[src/rtl/ceas_pkg.sv]
// Shared types and constants for the ceas clock time controller:
// the mode enum, field widths, field limits and a wrap-around step helper.
package ceas_pkg;

  typedef enum logic [1:0] {
    RUN      = 2'd0,
    SET_HOUR = 2'd1,
    SET_MIN  = 2'd2
  } mode_t;

  localparam int HH_W = 5;
  localparam int MM_W = 6;
  localparam int SS_W = 6;

  localparam logic [HH_W-1:0] HOUR_MAX = 5'd23;
  localparam logic [MM_W-1:0] MIN_MAX  = 6'd59;

  // Hours step with wrap: up 23->0, down 0->23.
  function automatic logic [HH_W-1:0] hh_step(input logic [HH_W-1:0] v, input logic up);
    if (up) return (v == HOUR_MAX) ? '0 : v + 1'b1;
    return (v == '0) ? HOUR_MAX : v - 1'b1;
  endfunction

  // Minutes/seconds step with wrap: up 59->0, down 0->59.
  function automatic logic [MM_W-1:0] mm_step(input logic [MM_W-1:0] v, input logic up);
    if (up) return (v == MIN_MAX) ? '0 : v + 1'b1;
    return (v == '0) ? MIN_MAX : v - 1'b1;
  endfunction

endpackage

[src/rtl/ceas_debounce.sv]
// Button conditioner: 2-flop synchronizer, stable-sample counter, debounced
// level and a one-cycle press pulse on a debounced 0->1 transition.
// The synchronizer and level come out of reset as "pressed", so a button held
// through reset must be released and pressed again before it yields a press;
// a released button simply settles to 0 without producing any event.
module ceas_debounce #(
  parameter int DEBOUNCE_CYCLES = 500_000
) (
  input  logic clock,
  input  logic reset,
  input  logic btn,
  output logic level,
  output logic press
);

  localparam int CW = $clog2(DEBOUNCE_CYCLES + 1);

  logic          s1;
  logic          s2;
  logic          level_q;
  logic [CW-1:0] cnt;

  // Synchronize, count consecutive disagreeing samples, then accept the new level.
  always_ff @(posedge clock) begin
    if (reset) begin
      s1      <= 1'b1;
      s2      <= 1'b1;
      level   <= 1'b1;
      level_q <= 1'b1;
      press   <= 1'b0;
      cnt     <= '0;
    end else begin
      s1      <= btn;
      s2      <= s1;
      level_q <= level;
      press   <= level & ~level_q;
      if (s2 != level) begin
        if (cnt == CW'(DEBOUNCE_CYCLES - 1)) begin
          level <= s2;
          cnt   <= '0;
        end else begin
          cnt <= cnt + 1'b1;
        end
      end else begin
        cnt <= '0;
      end
    end
  end

endmodule

[src/rtl/ceas_time_ctrl.sv]
// Time-keeping and set-mode controller: hh:mm:ss counters, one-second
// prescaler, RUN/SET_HOUR/SET_MIN sequencing from three buttons, and a
// time-load port from the UART path.
// Optional build macro CEAS_AUTOREPEAT_EN adds hold-to-repeat for b2/b3 in
// the set states; without it each press gives exactly one inc/dec.
module ceas_time_ctrl
  import ceas_pkg::*;
#(
  parameter int TICK_CYCLES     = 50_000_000,
  parameter int DEBOUNCE_CYCLES = 500_000
) (
  input  logic        clock,
  input  logic        reset,
  input  logic        b1,
  input  logic        b2,
  input  logic        b3,
  input  logic        load_valid,
  input  logic [4:0]  load_hh,
  input  logic [5:0]  load_mm,
  output logic        load_ready,
  output logic        load_err,
  output logic [4:0]  hours,
  output logic [5:0]  minutes,
  output logic [5:0]  seconds,
  output logic [1:0]  mode,
  output logic        blink,
  output logic        sec_pulse,
  output logic        led
);

  localparam int PW = $clog2(TICK_CYCLES);
  localparam logic [PW-1:0] PRESC_LAST = PW'(TICK_CYCLES - 1);
  localparam logic [PW-1:0] PRESC_HALF = PW'(TICK_CYCLES / 2);

  mode_t         state;
  mode_t         state_nx;
  logic [PW-1:0] presc;
  logic          p1, p2, p3;
  logic          l1, l2, l3;
  logic          inc_raw, dec_raw;
  logic          ev_inc, ev_dec;
  logic          wrap, xfer, load_ok;
  logic          unused_lvl;

  ceas_debounce #(.DEBOUNCE_CYCLES(DEBOUNCE_CYCLES)) u_db1 (
    .clock(clock), .reset(reset), .btn(b1), .level(l1), .press(p1));
  ceas_debounce #(.DEBOUNCE_CYCLES(DEBOUNCE_CYCLES)) u_db2 (
    .clock(clock), .reset(reset), .btn(b2), .level(l2), .press(p2));
  ceas_debounce #(.DEBOUNCE_CYCLES(DEBOUNCE_CYCLES)) u_db3 (
    .clock(clock), .reset(reset), .btn(b3), .level(l3), .press(p3));

`ifdef CEAS_AUTOREPEAT_EN
  localparam int HOLD_CYCLES = (8 * TICK_CYCLES) / 16;
  localparam int RATE_CYCLES = (TICK_CYCLES / 8 < 1) ? 1 : TICK_CYCLES / 8;
  localparam int RW          = $clog2(HOLD_CYCLES + 1);

  logic          rep_on, rep_dir, rep_first, rep_fire;
  logic [RW-1:0] rep_cnt;

  assign rep_fire = rep_on &&
                    (rep_cnt == (rep_first ? RW'(HOLD_CYCLES - 1) : RW'(RATE_CYCLES - 1)));

  // Hold timer: first repeat after the hold delay, then at the repeat rate;
  // cancelled by release, a mode change, or leaving the set states.
  always_ff @(posedge clock) begin
    if (reset) begin
      rep_on    <= 1'b0;
      rep_dir   <= 1'b0;
      rep_first <= 1'b0;
      rep_cnt   <= '0;
    end else if (p1 || state == RUN) begin
      rep_on <= 1'b0;
    end else if (p2 ^ p3) begin
      rep_on    <= 1'b1;
      rep_dir   <= p3;
      rep_first <= 1'b1;
      rep_cnt   <= '0;
    end else if (rep_on && !(rep_dir ? l3 : l2)) begin
      rep_on <= 1'b0;
    end else if (rep_fire) begin
      rep_cnt   <= '0;
      rep_first <= 1'b0;
    end else if (rep_on) begin
      rep_cnt <= rep_cnt + 1'b1;
    end
  end

  assign inc_raw    = p2 | (rep_fire & ~rep_dir);
  assign dec_raw    = p3 | (rep_fire & rep_dir);
  assign unused_lvl = l1;
`else
  assign inc_raw    = p2;
  assign dec_raw    = p3;
  assign unused_lvl = ^{l1, l2, l3};
`endif

  // Mode change beats inc/dec; inc together with dec cancels both.
  assign ev_inc = inc_raw & ~dec_raw & ~p1;
  assign ev_dec = dec_raw & ~inc_raw & ~p1;

  // Load handshake: a transfer happens on any cycle where load_valid and
  // load_ready are both high; ready is offered only in RUN and does not
  // depend on valid. Out-of-range values are consumed but flagged.
  assign load_ready = (state == RUN);
  assign xfer       = load_valid & load_ready;
  assign load_ok    = (load_hh <= HOUR_MAX) && (load_mm <= MIN_MAX);

  assign wrap  = (presc == PRESC_LAST);
  assign mode  = state;
  assign led   = (state != RUN);
  assign blink = (state != RUN) && (presc >= PRESC_HALF);

  // Mode state register.
  always_ff @(posedge clock) begin
    if (reset) state <= RUN;
    else       state <= state_nx;
  end

  // Next mode: each b1 event advances RUN -> SET_HOUR -> SET_MIN -> RUN.
  always_comb begin
    state_nx = state;
    if (p1) begin
      case (state)
        RUN:      state_nx = SET_HOUR;
        SET_HOUR: state_nx = SET_MIN;
        default:  state_nx = RUN;
      endcase
    end
  end

  // Prescaler, time counters, edits, load and the pulse outputs.
  always_ff @(posedge clock) begin
    if (reset) begin
      presc     <= '0;
      hours     <= '0;
      minutes   <= '0;
      seconds   <= '0;
      sec_pulse <= 1'b0;
      load_err  <= 1'b0;
    end else begin
      sec_pulse <= 1'b0;
      load_err  <= 1'b0;
      presc     <= wrap ? '0 : presc + 1'b1;
      case (state)
        RUN: begin
          if (xfer && load_ok) begin
            hours   <= load_hh;
            minutes <= load_mm;
            seconds <= '0;
            presc   <= '0;
          end else begin
            if (xfer) load_err <= 1'b1;
            if (wrap) begin
              sec_pulse <= 1'b1;
              seconds   <= mm_step(seconds, 1'b1);
              if (seconds == MIN_MAX) begin
                minutes <= mm_step(minutes, 1'b1);
                if (minutes == MIN_MAX) hours <= hh_step(hours, 1'b1);
              end
            end
          end
        end
        SET_HOUR: begin
          if (ev_inc)      hours <= hh_step(hours, 1'b1);
          else if (ev_dec) hours <= hh_step(hours, 1'b0);
        end
        SET_MIN: begin
          if (p1) begin
            seconds <= '0;
            presc   <= '0;
          end else if (ev_inc) begin
            minutes <= mm_step(minutes, 1'b1);
          end else if (ev_dec) begin
            minutes <= mm_step(minutes, 1'b0);
          end
        end
        default: ;
      endcase
    end
  end

endmodule
[config.mk]
export PLATFORM = sky130hd
export DESIGN_NAME = ceas_time_ctrl
export DESIGN_NICKNAME = d
export VERILOG_FILES = /design/src/rtl/ceas_pkg.sv /design/src/rtl/ceas_debounce.sv /design/src/rtl/ceas_time_ctrl.sv
export SDC_FILE = /design/constraint.sdc
export NUM_CORES = 1
export LEC_CHECK = 0
export CAP_MARGIN = 30
export CORE_MARGIN = 1
export CORE_UTILIZATION = 40
export DETAILED_ROUTE_END_ITERATION = 8
export SYNTH_ARGS = -nofsm -noshare
export SYNTH_HDL_FRONTEND = slang
export SYNTH_HIERARCHICAL = 1
export SYNTH_SLANG_ARGS = --single-unit
[constraint.sdc]
create_clock -name clock -period 4.35 [get_ports clock]
set_clock_uncertainty 0.1 [all_clocks]
set_input_delay 0.435 -clock clock [delete_from_list [all_inputs] [get_ports clock]]
set_output_delay 0.435 -clock clock [all_outputs]
set_load 0.02 [all_outputs]
==> results.md <==
- Drt wl/cell: 13.7 um
- Area share of and/or/nand/nor cells after synthesis: 29.4%
- Compound-Gate Fraction of Synth Area: 11.8%
- DIE HEIGHT: 124 um
- Share of the synthesized area in the top cell type: 40.2%
- Wire length of the first global-routing pass: 21.7 mm
- Top cells by area, synth: dfxtp_1 (40%), xnor2_1 (7.2%), nor2_1 (6.9%), xor2_1 (3.8%), nand4_1 (3.4%)
- Sequential cell area fraction in the yosys report: 40.2%
- Endpoint kind of the worst setup timing path: primary output
- Critical path's slowest cell: clkdlybuf4s50_1
- Count of state elements after synthesis: 119
- Number of cells on the worst reg-to-reg path: 7
- Library cells used by synthesis: 66
- Detailed-placement wirelength estimate: 9.03 mm
- Core region area: 0.0145 mm2
- Max Slew Vio Count: 0
- Final TNS setup: 0 ps
- Status: finished, final reports clean
- Clock root buffer master: clkbuf_16
- Max IR drop VDD: 238 uV
- End of the worst hold path: u_db1/press$_SDFF_PP0_
- Parity-gate share of the synthesized area counting xor and xnor cells: 11.1%
- Count of flip-flops with a built-in enable after synthesis: 0
- CTS HTree Levels: 4
- Via count of the first global-routing pass: 4,728
- Antenna violations before repair: 0
- Synth warnings: 6
- Routed length on met2: 5.97 mm
- Post-DRT Antenna Nets: 0
- Postcts setup bufs: 0
- Fin. Hold Viols: 0
- Largest net degree at the start of global routing: 28
- Detail-routed via count per cell: 5.40
- Horiz. Die Dim: 124 um
- Number of CTS-inserted buffers: 17
- Max Cap Viol: 0
- Pre-antenna DRT Iters: 5
- Total number of placement rows: 44
- Clock sink count: 119
- Die outline area: 0.0153 mm2
- Number of hold buffers added after CTS: 0
- Period minus WS final: 2920 ps
- Combinational family with the most area after synthesis: simple AND/OR/NAND/NOR gates
- Detailed-route via count: 5,016
- Synth area leader: dfxtp_1
- Overall global routing resource usage: 18.0%
- WL met3: 545 um
- Uppermost metal layer occupied by signal nets: met4
- Initial Utilization: 40.9%
- Final GP Congestion: 0.831
- Net count after synthesis: 720
- Worst path cell trace: nor4_4 -> nand2b_1 -> a31o_2 -> a21oi_1 -> o21ai_0 -> o211a_1 -> clkdlybuf4s50_1
- Kind of critical path: flip-flop to primary output
- Area Growth Syn to Fin: 19.3%
- Share of post-route cells with drive strength above 1: 9.26%
- Clock transition at the registers of the reported paths: 50 ps
- Clk_lat worst skew: 410 ps
- 1st-iter DRT viols: 304
- Ant. Diodes: 0
- Worst path buffer plus inverter count: 1
- Cells after Synth: 692
- Total of buffers placed on input and output ports: 40
- Launch instance of the worst register-to-register path: minutes[0]$_SDFFE_PP0P_
- Worst endpoint required time: 3820 ps
- Primary flip-flop cell chosen by synthesis mapping: dfxtp_1
- Net count, final: 760
- Total wire length after detailed routing: 12.7 mm
- Relative slew margins: 42.9%
- Hold wc startpoint: u_db1/level_q$_SDFF_PP1_
- Cell area after synthesis: 0.00593 mm2
- RSZ-0062 raised after global routing: no
- Worst min-delay path class: flip-flop to flip-flop
- Clock tree from TritonCTS: built
- Top-level port count: 41
- Fraction of registers with async set/reset: 0%
- Number of cells upsized or downsized after cts: 0
- Leakage component of the power: 2.27 nW
- Multiplexer share of the synthesized area: 1.03%
- Buffer levels on the longest clock path: 2
- Total design power: 2.71 mW
- Wl on met1: 6.02 mm
- Total gr overflow: 0
- Final cycle utilization of the critical path: 67.2%
- Worst slew pin tran: 854 ps
- Final setup viols: 0
- Worst Setup Start Kind: flip-flop
- Timing-limited maximum frequency: 342 MHz
- Cell family with the largest share of critical-path delay: compound AO/OA/AOI/OAI gates
- Peak per-stage delay on the critical path: 540 ps
- Adder-cell share of the synthesized area: 2.32%
- Destination of the worst register-to-register timing path: hours[1]$_SDFFE_PP0P_
- Arrival time at the worst endpoint: 2390 ps
- Hold path cells: 1
- CP max FO: 4
- Average instance area after synthesis: 8.56 um2
- DRC: 0
- Total power density per cell area: 384 mW/mm2
- Setup slack of the worst register-to-register path: 1880 ps
## power by group
| part | total (mW) | switching [mW] | leakage (nW) | internal [mW] |
|---|---|---|---|---|
| registers | 1.12 | 0.0197 | 0.962 | 1.10 |
| clock network | 1.45 | 0.477 | 0.306 | 0.972 |
| logic | 0.141 | 0.0767 | 0.998 | 0.0642 |
| total | 2.71 | 0.574 | 2.27 | 2.14 |
## synthesized netlist by cell type, types with 4 or more instances
cell      count
dfxtp_1     119
nor2_1      109
xnor2_1      49
nand2_1      44
nand3_1      35
inv_1        34
nand4_1      32
a21oi_1      31
xor2_1       26
nor3_1       25
nor4_1       17
ha_1         11
and3_1       10
clkbuf_1     10
o21ai_0      10
nand2b_1      6
nor2b_1       6
or2_2         6
a31o_2        5
buf_2         5
mux2i_1       5
a211oi_1      4
a21o_1        4
a31oi_1       4
and3_2        4
buf_6         4
o31ai_1       4
o31ai_4       4
## layout make-up
type                            count  area (um2)
Sequential cell                   119        2380
Tap cell                          184         230
Timing Repair Buffer               41         408
Inverter                           35         131
Multi-Input combinational cell    518        3300
Fill cell                        1391        7410
Clock inverter                      8         118
Clock buffer                       24         502
## metrics by stage
step / instances / hold WS (ps) / setup slack [ps] / util (%) / cell area [um2]
2_1_floorplan: 692 / 271 / 2220 / - / 5930
3_3_place_gp: 897 / 277 / 1690 / 44.5 / 6450
3_5_place_dp: 897 / 282 / 1660 / 44.5 / 6450
4_1_cts: 929 / 292 / 1400 / 48.8 / 7070
5_1_grt: 929 / 306 / 1240 / 48.8 / 7070
6_report: 929 / 290 / 1430 / 48.8 / 7070
## cells in the final DEF, fill, tap and decap left out, types with 4 or more instances in the layout
cell type	n
or2_2	6
inv_1	34
nand3_1	35
nor2b_1	6
o31ai_1	4
a21o_1	4
nor4_1	17
nor2_1	109
ha_1	11
nand2_1	44
dfxtp_1	119
o31ai_4	4
xor2_1	26
a31oi_1	4
clkbuf_16	17
nand2b_1	6
o21ai_0	10
clkdlybuf4s50_1	40
a31o_2	5
and3_2	4
mux2i_1	5
and3_1	10
clkinv_2	4
a21oi_1	31
nor3_1	25
nand4_1	32
clkbuf_8	5
a211oi_1	4
xnor2_1	49
## routing by layer
layer,vias up,global-route usage (%)
li1,2544,-
met1,2350,22.1
met4,0,7.15
met2,105,29.7
met3,17,5.04
met5,-,0
## worst max path at each step
stage                          from                 endpoint  cells after the start  slack [ps]
4_1_cts         presc[8]$_SDFF_PP0_                    blink                      7        1400
3_3_place_gp             load_mm[5]    hours[2]$_SDFFE_PP0P_                      7        1690
3_5_place_dp             load_mm[5]    hours[2]$_SDFFE_PP0P_                      7        1660
2_1_floorplan  mode[1]$_SDFFE_PP0P_  minutes[0]$_SDFFE_PP0P_                      7        2220
5_1_grt         presc[8]$_SDFF_PP0_                    blink                      7        1240
6_report        presc[8]$_SDFF_PP0_                    blink                      7        1430
## state kept, by name (all words and copies together), names as in the netlist, 2 cells and up
signal and cells:
hours 5, minutes 6, mode 2, presc 26, seconds 6, u_db1/cnt 19, u_db2/cnt 19, u_db3/cnt 19
## logic make-up after synthesis
group / count (synthesis)
AO/OA/AOI/OAI: 95
XOR/XNOR: 75
adder cells (fa/ha/maj): 11
buffers and inverters: 55
flip-flops: 119
multiplexers: 6
AND/OR/NAND/NOR: 331
(Power assumes the default switching activity.)
